File: config.mk
export PLATFORM = sky130hd
export DESIGN_NAME = swervolf_sevenseg
export DESIGN_NICKNAME = d
export VERILOG_FILES = /design/src/rtl/swervolf_sevenseg_pkg.sv /design/src/rtl/swervolf_sevenseg_scan.sv /design/src/rtl/swervolf_sevenseg.sv
export SDC_FILE = /design/constraint.sdc
export NUM_CORES = 1
export LEC_CHECK = 0
export CORE_UTILIZATION = 48
export DETAILED_ROUTE_END_ITERATION = 7
export PLACE_DENSITY = 0.76
export RECOVER_POWER = 25
export SLEW_MARGIN = 25
export SYNTH_ARGS = -nofsm -noshare
export SYNTH_HDL_FRONTEND = slang
export SYNTH_HIERARCHICAL = 1
export SYNTH_SLANG_ARGS = --single-unit
File: constraint.sdc
create_clock -name clk -period 2.55 [get_ports clk]
set_input_delay 0.3825 -clock clk [delete_from_list [all_inputs] [get_ports clk]]
set_output_delay 0.3825 -clock clk [all_outputs]
set_load 0.02 [all_outputs]
File: src/rtl/swervolf_sevenseg_pkg.sv
// Shared constants for the seven-segment scanner: segment codes, blanking value
// and default scan timing.
package swervolf_sevenseg_pkg;

    localparam logic [6:0] SEG_OFF = 7'h7F;

    localparam int DEFAULT_DWELL_CYCLES = 65536;
    localparam int DEFAULT_BLANK_CYCLES = 64;

    // Active-low {g,f,e,d,c,b,a}; entry 15 is leftmost so SEG_TABLE[n] is digit n.
    localparam logic [15:0][6:0] SEG_TABLE = {
        7'h0E, 7'h06, 7'h21, 7'h46, 7'h03, 7'h08, 7'h10, 7'h00,
        7'h78, 7'h02, 7'h12, 7'h19, 7'h30, 7'h24, 7'h79, 7'h40
    };

    function automatic logic [6:0] hex_to_seg(input logic [3:0] nibble);
        return SEG_TABLE[nibble];
    endfunction

endpackage

File: src/rtl/swervolf_sevenseg_scan.sv
// Dwell counter and digit index for the display scan, plus the end-of-scan
// snapshot strobe and its registered o_frame pulse.
module swervolf_sevenseg_scan
    import swervolf_sevenseg_pkg::*;
#(
    parameter int DIGITS       = 8,
    parameter int DWELL_CYCLES = DEFAULT_DWELL_CYCLES,
    localparam int CNT_W       = $clog2(DWELL_CYCLES),
    localparam int IDX_W       = (DIGITS > 1) ? $clog2(DIGITS) : 1
) (
    input  logic             clk,
    input  logic             rst,
    output logic [CNT_W-1:0] cnt,
    output logic [IDX_W-1:0] idx,
    output logic             snap_load,
    output logic             o_frame
);

    localparam logic [CNT_W-1:0] CNT_LAST = CNT_W'(DWELL_CYCLES - 1);
    localparam logic [IDX_W-1:0] IDX_LAST = IDX_W'(DIGITS - 1);

    logic [CNT_W-1:0] cnt_reg;
    logic [CNT_W-1:0] cnt_next;
    logic [IDX_W-1:0] idx_reg;
    logic [IDX_W-1:0] idx_next;
    logic             frame_reg;
    logic             cnt_wrap;

    assign cnt_wrap  = (cnt_reg == CNT_LAST);
    // Last cycle of the last digit: the following edge starts a new scan.
    assign snap_load = cnt_wrap && (idx_reg == IDX_LAST);

    always_comb begin
        cnt_next = cnt_reg + CNT_W'(1);
        idx_next = idx_reg;
        if (cnt_wrap) begin
            cnt_next = '0;
            idx_next = (idx_reg == IDX_LAST) ? '0 : idx_reg + IDX_W'(1);
        end
    end

    always_ff @(posedge clk or posedge rst) begin
        if (rst) begin
            cnt_reg   <= '0;
            idx_reg   <= '0;
            frame_reg <= 1'b0;
        end else begin
            cnt_reg   <= cnt_next;
            idx_reg   <= idx_next;
            frame_reg <= snap_load;
        end
    end

    assign cnt     = cnt_reg;
    assign idx     = idx_reg;
    assign o_frame = frame_reg;

endmodule

File: src/rtl/swervolf_sevenseg.sv
// Time-multiplexed seven-segment driver: per-scan input snapshot, blanking at
// the start of each dwell, 16-step PWM dimming and registered active-low outputs.
module swervolf_sevenseg
    import swervolf_sevenseg_pkg::*;
#(
    parameter int DIGITS       = 8,
    parameter int DWELL_CYCLES = DEFAULT_DWELL_CYCLES,
    parameter int BLANK_CYCLES = DEFAULT_BLANK_CYCLES
) (
    input  logic                  clk,
    input  logic                  rst,
    input  logic [4*DIGITS-1:0]   i_value,
    input  logic [DIGITS-1:0]     i_dp,
    input  logic [DIGITS-1:0]     i_blank,
    input  logic [3:0]            i_brightness,
    output logic [DIGITS-1:0]     o_an,
    output logic [6:0]            o_seg,
    output logic                  o_dp,
    output logic                  o_frame
);

    localparam int CNT_W = $clog2(DWELL_CYCLES);
    localparam int IDX_W = (DIGITS > 1) ? $clog2(DIGITS) : 1;
    localparam logic [CNT_W-1:0] BLANK_END = CNT_W'(BLANK_CYCLES);

    logic [CNT_W-1:0]    cnt;
    logic [IDX_W-1:0]    idx;
    logic                snap_load;

    logic [4*DIGITS-1:0] snap_value_reg;
    logic [DIGITS-1:0]   snap_dp_reg;
    logic [DIGITS-1:0]   snap_blank_reg;
    logic [3:0]          snap_brightness_reg;

    logic [3:0]          nibble [DIGITS];
    logic                active;
    logic [DIGITS-1:0]   an_next;
    logic [6:0]          seg_next;
    logic                dp_next;

    logic [DIGITS-1:0]   an_reg;
    logic [6:0]          seg_reg;
    logic                dp_reg;

    swervolf_sevenseg_scan #(
        .DIGITS       (DIGITS),
        .DWELL_CYCLES (DWELL_CYCLES)
    ) u_scan (
        .clk       (clk),
        .rst       (rst),
        .cnt       (cnt),
        .idx       (idx),
        .snap_load (snap_load),
        .o_frame   (o_frame)
    );

    // Inputs are only sampled between scans so a frame never shows a mix of old and new values.
    always_ff @(posedge clk or posedge rst) begin
        if (rst) begin
            snap_value_reg      <= '0;
            snap_dp_reg         <= '0;
            snap_blank_reg      <= '0;
            snap_brightness_reg <= '0;
        end else if (snap_load) begin
            snap_value_reg      <= i_value;
            snap_dp_reg         <= i_dp;
            snap_blank_reg      <= i_blank;
            snap_brightness_reg <= i_brightness;
        end
    end

    // PWM phase is the low four bits of the dwell counter; brightness n lights n+1 of 16 cycles.
    assign active = (cnt >= BLANK_END) &&
                    (cnt[3:0] <= snap_brightness_reg) &&
                    !snap_blank_reg[idx];

    generate
        for (genvar gi = 0; gi < DIGITS; gi++) begin : g_digit
            assign nibble[gi]  = snap_value_reg[4*gi +: 4];
            assign an_next[gi] = ~(active && (idx == IDX_W'(gi)));
        end
    endgenerate

    always_comb begin
        seg_next = SEG_OFF;
        dp_next  = 1'b1;
        if (active) begin
            seg_next = hex_to_seg(nibble[idx]);
            dp_next  = ~snap_dp_reg[idx];
        end
    end

    always_ff @(posedge clk or posedge rst) begin
        if (rst) begin
            an_reg  <= '1;
            seg_reg <= SEG_OFF;
            dp_reg  <= 1'b1;
        end else begin
            an_reg  <= an_next;
            seg_reg <= seg_next;
            dp_reg  <= dp_next;
        end
    end

    assign o_an  = an_reg;
    assign o_seg = seg_reg;
    assign o_dp  = dp_reg;

endmodule

==> results of run 1 <==
## worst max-delay path: cells and delay by family (launching register included)
kind / cells / cell delay [ns]
and+or+nand+nor: 4 / 0.82
DFF: 1 / 0.43
muxes: 1 / 0.38
buffers and inverters: 1 / 0.30
adders and majority gates: 1 / 0.22
## routing by layer
metal | routed length, um | part of all wire | up-vias | track usage
li1 | - | - | 1243 | -
met1 | 3570 | 0.47 | 1279 | 0.265
met2 | 3660 | 0.48 | 58 | 0.284
met3 | 250 | 0.033 | 11 | 0.0343
met4 | 146 | 0.019 | 0 | 0.0833
met5 | 0 | 0 | - | 0
## power by group through the flow
stage	sequential, uW	clock (uW)	combinational [uW]
after detailed placement	1420	0	117
after floorplan	1420	0	20.9
final	1400	1060	110
after global placement	1420	0	116
after global routing	1400	1150	121
after CTS	1400	1080	117
## area by class of cell
type | instances | area, sq um | area share
clock buffers | 12 | 145 | 0.0278
clock inverters | 4 | 77.6 | 0.0149
inverters | 13 | 48.8 | 0.00935
multi-input cells | 187 | 1820 | 0.349
flip-flops and latches | 88 | 2220 | 0.426
well taps | 105 | 131 | 0.0252
repair buffers | 78 | 771 | 0.148
## stage by stage
step           cells   util
2_1_floorplan    302      -
3_3_place_gp     471  0.601
3_5_place_dp     471  0.601
4_1_cts          487  0.628
5_1_grt          487  0.626
6_report         487  0.626
## kinds of logic after synthesis
family,after synthesis
adders and majority gates,13
and+or+nand+nor,67
AOI/OAI and AO/OA,21
xor gates and xnor gates,13
buffers and inverters,27
muxes,73
DFF,88
## cells in the final DEF, fill, tap and decap left out, types with 2 or more instances in the layout
master           instances
mux4_2                   5
inv_1                   13
mux4_1                   7
clkbuf_1                 2
dfrtp_1                 72
nand2_1                 15
nand4b_1                 2
clkdlybuf4s50_1         69
nand3_1                  5
xor2_1                   3
nor4_1                   4
buf_4                    6
or4_1                    2
nor2_1                  16
bufinv_16                2
mux2_2                  54
o221ai_1                 3
o211ai_1                 3
clkinv_4                 2
mux2i_1                  4
nor2b_1                  3
nand3b_1                 2
a21oi_1                  2
clkbuf_8                10
ha_1                    13
nand4_1                  6
o21ai_0                  7
mux2_4                   2
xnor2_1                 10
and3_1                   2
dfstp_2                 16
## how the worst max path moves through the flow
stage                   from            endpoint  cells after the start
6_report       u_scan/cnt[0]      snap_dp_reg[2]                      7
5_1_grt        u_scan/cnt[0]  snap_value_reg[30]                      7
4_1_cts        u_scan/cnt[0]   snap_blank_reg[2]                      7
3_5_place_dp   u_scan/cnt[0]   snap_blank_reg[2]                      7
3_3_place_gp   u_scan/cnt[0]   snap_value_reg[5]                      7
2_1_floorplan  u_scan/cnt[0]   snap_blank_reg[7]                      8
==> tab_implementation.tex, run 1 <==
\begin{tabular}{lr}
\hline
Metric & Value \\
\hline
\multicolumn{2}{l}{\textbf{Status}} \\
\quad Status & finished clean \\
\multicolumn{2}{l}{\textbf{GRT}} \\
\quad Antenna violations before repair & 0 \\
\quad GRT Total Usage & 0.188 \\
\quad Number of global-route vias before repair & between 2,000 and 3,000 \\
\quad Wire length of the first global-routing pass & around 13 mm \\
\quad Overall overflow remaining after global route & 0 \\
\quad Pin count of the biggest net entering global routing & between 50 and 60 \\
\multicolumn{2}{l}{\textbf{Yosys}} \\
\quad Part of the Yosys area used for sequential elements & 0.532 \\
\quad Cell types with the highest counts after synthesis & 72 x dfrtp\_1, 54 x mux2\_2, 16 x dfstp\_2, 16 x nor2\_1, 15 x nand2\_1 \\
\quad Post-Syn Area & 4180 sq um \\
\quad Post-synthesis share of cell area spent on xor and xnor gates & 0.0272 \\
\quad Async set-or-reset flop fraction in the synthesized netlist & 1.00 \\
\quad Count of flip-flops with a built-in enable after synthesis & 0 \\
\quad Synthesized netlist net count & approximately 370 \\
\quad Adder-cell area share of the yosys netlist & 0.0389 \\
\quad Multiplexer share of the synthesized area & 0.239 \\
\quad Synthesized netlist cell count & 302 \\
\quad Fraction of post-synthesis cell area in the top cell type by area & 0.431 \\
\quad Dominant cells by area after synthesis & dfrtp\_1 43\%, mux2\_2 15\%, dfstp\_2 10\% \\
\quad Largest family of logic cells by synthesized area & multiplexers \\
\quad Basic-gate share of the synthesized area counting and, or, nand and nor cells & 0.0928 \\
\quad Yosys top cell by area & dfrtp\_1 \\
\quad Most common cell in the netlist & dfrtp\_1 \\
\quad Warnings, synthesis & 6 \\
\quad Fraction of the mapped netlist area in compound gates & 0.0374 \\
\quad Dominant synthesized flop cell & dfrtp\_1 \\
\quad Number of synthesized register bits & 88 \\
\quad Library cells used by synthesis & 45 \\
\quad Mean instance size in the synthesized netlist & 13.8 sq um \\
\multicolumn{2}{l}{\textbf{Finish}} \\
\quad Count of filler cells inserted in the layout & $\sim$650 \\
\quad Growth of design area from synthesis to finish & 24.9\% \\
\quad Number of diodes added for antenna fixing & 0 \\
\quad Post-layout net count & 444 \\
\quad Share of layout cells above drive strength 1 & 0.283 \\
\quad Total non-filler cell area in the finished layout & 5220 sq um \\
\quad Largest register FFs & 32 \\
\multicolumn{2}{l}{\textbf{Clock network}} \\
\quad Cells resized by post-CTS repair & 0 \\
\quad Max H-tree Level & 3 \\
\quad Number of sinks driven by the clock tree & 88 \\
\quad \# Post-CTS Setup Buffers & 0 \\
\quad TritonCTS buffer count & 9 \\
\quad Clock insertion delay at the later pin of the skew report & around 0.35 ns \\
\quad Clk pin slew, worst setup/hold paths & 0.08 ns \\
\quad Root buffer cell & clkbuf\_8 \\
\quad CTS tree & built \\
\quad CTS hold repair buffers & 0 \\
\quad Number of buffers on the longest clock path & 2 \\
\multicolumn{2}{l}{\textbf{Setup path}} \\
\quad Largest fanout of any net on the critical path & 56 \\
\quad Required time at the endpoint of the critical path & 2.78 ns \\
\quad Number of cell instances on the worst register-to-register path & 7 \\
\quad Worst path arrival time & 2.53 ns \\
\quad Worst r2r dst & snap\_dp\_reg[2] \\
\quad Crit. End Element & register \\
\quad Delay of the slowest cell on the worst path & roughly 0.43 ns \\
\quad Slack of the worst reg-to-reg path & 0.25 ns \\
\quad Critical Setup Path Class & reg -> reg \\
\quad Cells along the critical path & ha\_1, nand3\_2, nor2\_1, nand4\_1, nor3\_2, buf\_12, mux2\_2 \\
\quad Crit start category & register \\
\quad Library cell contributing the largest single delay on the critical path & dfrtp\_1 \\
\quad Worst reg2reg startpoint & u\_scan/cnt[0] \\
\multicolumn{2}{l}{\textbf{Placement}} \\
\quad Port Buffers & 70 \\
\quad Total cell area at the placement stage & 5010 sq um \\
\quad DP HPWL & roughly 5.6 mm \\
\quad Minimum setup slack after placement & 0.254 ns \\
\quad Gp weighted congestion & a little over 0.8 \\
\multicolumn{2}{l}{\textbf{Floorplanning}} \\
\quad Number of rows created at floorplan & 33 \\
\quad Overall die area & a little over 9000 sq um \\
\quad Die Y-Extent & 95.3 um \\
\quad CORE AREA & 8340 sq um \\
\quad Initial cell density of the core & 0.501 \\
\quad Die W & 95.3 um \\
\quad Top-Level Pins & 71 \\
\multicolumn{2}{l}{\textbf{Min path}} \\
\quad Min-Delay Path Depth & 1 \\
\quad Critical hold path startpoint & snap\_blank\_reg[5] \\
\quad Path class of the lowest-slack min-delay path & reg -> reg \\
\quad End point of the worst hold path & snap\_blank\_reg[5] \\
\multicolumn{2}{l}{\textbf{Power}} \\
\quad Part of the power in registers & 0.544 \\
\quad Power consumption & 2560 uW \\
\quad Switching part of the total power & 0.200 \\
\quad Ratio of total power to cell area & 491 nW/um\^{}2 \\
\quad Combinational share of power & 0.043 \\
\quad Maximum resistive drop on vdd & between 0.0002 and 0.0003 V \\
\quad Net Switching & 514 uW \\
\quad Internal cell power & 2050 uW \\
\quad Leakage power & about 0.0024 uW \\
\quad Share of total power in the clock network & 0.413 \\
\multicolumn{2}{l}{\textbf{STA}} \\
\quad Final hold violation count & 0 \\
\quad Setup total negative slack & 0 ns \\
\quad Unrepaired setup endpoints after global routing & false \\
\quad PnR worst setup slack & approximately 0.25 ns \\
\quad Worst Clk Skew & 0.00812 ns \\
\quad Period minus WS final & 2.30 ns \\
\quad Final setup viols & 0 \\
\quad Hold slack & 0.506 ns \\
\quad Max-slew headroom at the worst pin & 0.291 \\
\quad Pin slew with the least headroom to its limit & about 1.1 ns \\
\quad Final Slew Violations & 0 \\
\quad Achievable frequency & 435 MHz \\
\quad Share of the clock period used by the worst path & 0.901 \\
\multicolumn{2}{l}{\textbf{Routing}} \\
\quad Vias/cell & approximately 5.3 \\
\quad Count of routing violations after the opening detailed-route iteration & 120 \\
\quad Total via count in the routed design & around 2,600 \\
\quad Routed wire per std cell & between 15 and 20 um \\
\quad Antenna Violating Nets Remaining & 0 \\
\quad Post-route DRC & 0 \\
\quad First-pass DRT Iterations & 4 \\
\quad Total Routed Length & 7.62 mm \\
\multicolumn{2}{l}{\textbf{Flow run}} \\
\quad Max-capacitance violation count & 0 \\
\hline
\end{tabular}
No activity file was read; power rests on OpenSTA's default activity.
==> inputs of run 2 (changes only) <==
==> constraint.sdc (replaced) <==
create_clock -name clk -period 2.55 [get_ports clk]
set_input_delay 0.255 -clock clk [delete_from_list [all_inputs] [get_ports clk]]
set_output_delay 0.255 -clock clk [all_outputs]
set_load 0.02 [all_outputs]
==> run 2 against run 1 <==
Compared with the run above:
- fmax fell by 0.37%
- sequential share of layout area barely moved
- first-iteration DRC count rose by 22%
- clock skew rose by 0.0060 ns
- sequential power barely moved
- flip-flop and latch count did not move
- critical path type unchanged
- highest routed layer unchanged
==> tab_implementation.tex, run 2 (same netlist as run 1, synthesis figures left out) <==
\begin{tabular}{lr}
\hline
Metric & Value \\
\hline
\multicolumn{2}{l}{\textbf{Status}} \\
\quad Status & finished clean \\
\multicolumn{2}{l}{\textbf{Finish}} \\
\quad Total non-filler cell area in the finished layout & 5220 sq um (about the same) \\
\quad Most used cells in the layout excluding fill and tap cells & 72 x dfrtp\_1, 69 x clkdlybuf4s50\_1, 54 x mux2\_2 \\
\quad Post-Route Utilization & 0.626 (about the same) \\
\quad Leading cell type in the layout, fill and taps excluded & dfrtp\_1 \\
\quad Largest register FFs & 32 (unchanged) \\
\quad Footprint of the flip-flops and latches & 2220 sq um (unchanged) \\
\quad Growth of design area from synthesis to finish & 25.0\% (about the same) \\
\quad Number of diodes added for antenna fixing & 0 (unchanged) \\
\quad Count of filler cells inserted in the layout & 659 (+2.0\%) \\
\quad Post-layout net count & 445 (+0.23\%) \\
\quad Share of layout cells above drive strength 1 & 0.287 (+0.00448) \\
\quad Area of the multi-input gates & 1820 sq um (unchanged) \\
\multicolumn{2}{l}{\textbf{STA}} \\
\quad Final setup viols & 0 (unchanged) \\
\quad Unrepaired setup endpoints after global routing & false \\
\quad Worst Clk Skew & 0.0141 ns (+0.00601 ns) \\
\quad Setup total negative slack & 0 ns (unchanged) \\
\quad Period minus WS final & 2.31 ns (+0.00859 ns) \\
\quad Max-slew headroom at the worst pin & 0.438 (+0.147) \\
\quad Final hold violation count & 0 (unchanged) \\
\quad Share of the clock period used by the worst path & 0.905 (+0.00337) \\
\quad Hold slack & 0.459 ns (-0.0468 ns) \\
\quad Pin slew with the least headroom to its limit & 0.843 ns (-0.221 ns) \\
\quad Final Slew Violations & 0 (unchanged) \\
\quad Achievable frequency & 433 MHz (-0.37\%) \\
\multicolumn{2}{l}{\textbf{Clock network}} \\
\quad Number of buffers on the longest clock path & 2 (unchanged) \\
\quad Clk pin slew, worst setup/hold paths & 0.09 ns (about the same) \\
\quad Clock insertion delay at the later pin of the skew report & 0.36 ns (about the same) \\
\quad CTS tree & built \\
\quad TritonCTS buffer count & 9 (unchanged) \\
\quad Root buffer cell & clkbuf\_8 \\
\quad Max H-tree Level & 3 (unchanged) \\
\quad CTS hold repair buffers & 0 (unchanged) \\
\quad Cells resized by post-CTS repair & 0 (unchanged) \\
\quad \# Post-CTS Setup Buffers & 0 (unchanged) \\
\quad Number of sinks driven by the clock tree & 88 (unchanged) \\
\multicolumn{2}{l}{\textbf{Power}} \\
\quad Power consumption & 2560 uW (-0.15\%) \\
\quad Leakage power & 0.00238 uW (-0.11\%) \\
\quad Ratio of total power to cell area & 490 nW/um\^{}2 (-0.24\%) \\
\quad Maximum resistive drop on vdd & 0.000259 V (-8.6\%) \\
\multicolumn{2}{l}{\textbf{Routing}} \\
\quad Count of routing violations after the opening detailed-route iteration & 146 (+22\%) \\
\quad First-pass DRT Iterations & 4 (unchanged) \\
\quad Post-route DRC & 0 (unchanged) \\
\quad Total via count in the routed design & 2,613 (+0.85\%) \\
\quad Total Routed Length & 7.66 mm (+0.49\%) \\
\quad Routed wire per std cell & 15.7 um (+0.28\%) \\
\quad Vias/cell & 5.35 (+0.64\%) \\
\quad Antenna Violating Nets Remaining & 0 (unchanged) \\
\multicolumn{2}{l}{\textbf{Floorplanning}} \\
\quad CORE AREA & 8340 sq um (unchanged) \\
\quad Overall die area & 9080 sq um (unchanged) \\
\quad Top-Level Pins & 71 (unchanged) \\
\quad Number of rows created at floorplan & 33 (unchanged) \\
\quad Initial cell density of the core & 0.501 (unchanged) \\
\quad Die W & 95.3 um (unchanged) \\
\quad Die Y-Extent & 95.3 um (unchanged) \\
\multicolumn{2}{l}{\textbf{Placement}} \\
\quad Port Buffers & 70 (unchanged) \\
\quad Gp weighted congestion & 0.818 (+0.75\%) \\
\quad DP HPWL & 5.53 mm (-1.3\%) \\
\quad Total cell area at the placement stage & 5020 sq um (+0.15\%) \\
\multicolumn{2}{l}{\textbf{Setup path}} \\
\quad Crit start category & register \\
\quad Critical Setup Path Class & reg -> reg \\
\quad Largest fanout of any net on the critical path & 12 (-79\%) \\
\quad Slack of the worst reg-to-reg path & 0.24 ns (about the same) \\
\quad Crit. End Element & register \\
\quad Worst reg2reg startpoint & u\_scan/idx[0] \\
\quad Worst path arrival time & 2.58 ns (+0.05 ns) \\
\quad Worst r2r dst & o\_seg[5] \\
\quad Required time at the endpoint of the critical path & 2.83 ns (+0.05 ns) \\
\quad Number of cell instances on the worst register-to-register path & 7 (unchanged) \\
\multicolumn{2}{l}{\textbf{Flow run}} \\
\quad Max-capacitance violation count & 0 (unchanged) \\
\multicolumn{2}{l}{\textbf{GRT}} \\
\quad Overall overflow remaining after global route & 0 (unchanged) \\
\quad Antenna violations before repair & 0 (unchanged) \\
\quad Pin count of the biggest net entering global routing & 57 (unchanged) \\
\quad GRT Total Usage & 0.189 (+0.00102) \\
\quad Number of global-route vias before repair & 2,684 (+5.1\%) \\
\quad Wire length of the first global-routing pass & 12.9 mm (+3.1\%) \\
\multicolumn{2}{l}{\textbf{Min path}} \\
\quad Critical hold path startpoint & i\_brightness[2] \\
\quad Min-Delay Path Depth & 3 (+2) \\
\quad End point of the worst hold path & snap\_brightness\_reg[2] \\
\quad Path class of the lowest-slack min-delay path & in -> reg \\
\hline
\end{tabular}
run 2: worst max path at each step:
stage                        from                  to  slack [ns]  depth (start not counted)
floorplan           u_scan/cnt[0]   snap_blank_reg[7]        0.14                          8
global placement    u_scan/cnt[0]  snap_value_reg[11]        0.29                          7
detailed placement  u_scan/cnt[0]   snap_value_reg[4]        0.25                          7
CTS                 u_scan/cnt[0]  snap_value_reg[21]        0.24                          7
global route        u_scan/cnt[0]  snap_value_reg[21]        0.07                          7
finish              u_scan/idx[0]            o_seg[5]        0.24                          7
run 2: power by group:
part	switching, uW	internal (uW)	leakage [uW]
Sequential	0	1400	0.00114
Clock	496	557	0.000103
Combinational	39.0	72.1	0.00113
Total	535	2020	0.00238
run 2: worst max-delay path, stage by stage (launching register included):
cell,delay [ns]
dfrtp_1,0.33
buf_4,0.22
mux4_2,0.51
mux2i_1,0.39
inv_1,0.18
ha_1,0.28
mux2i_1,0.16
o221ai_1,0.15
run 2: metrics by stage:
stage | setup slack [ns] | std cells
floorplan | 0.141 | 302
global placement | 0.292 | 472
detailed placement | 0.254 | 472
CTS | 0.241 | 488
global route | 0.0732 | 488
finish | 0.243 | 488
run 2: per-layer routing:
| metal | global-route usage | part of all wire | vias to the layer above | routed length (um) |
|---|---|---|---|---|
| li1 | - | - | 1246 | - |
| met1 | 0.259 | 0.47 | 1297 | 3560 |
| met2 | 0.298 | 0.49 | 61 | 3740 |
| met3 | 0.0311 | 0.030 | 9 | 227 |
| met4 | 0.0795 | 0.017 | 0 | 128 |
| met5 | 0 | 0 | - | 0 |
run 2: layout make-up:
type / instances / area share
multi-input combinational: 187 / 0.349
tap: 105 / 0.0251
sequential: 88 / 0.425
timing repair buffer: 79 / 0.149
inverter: 13 / 0.00934
clock inverter: 6 / 0.0177
clock buffer: 10 / 0.0244
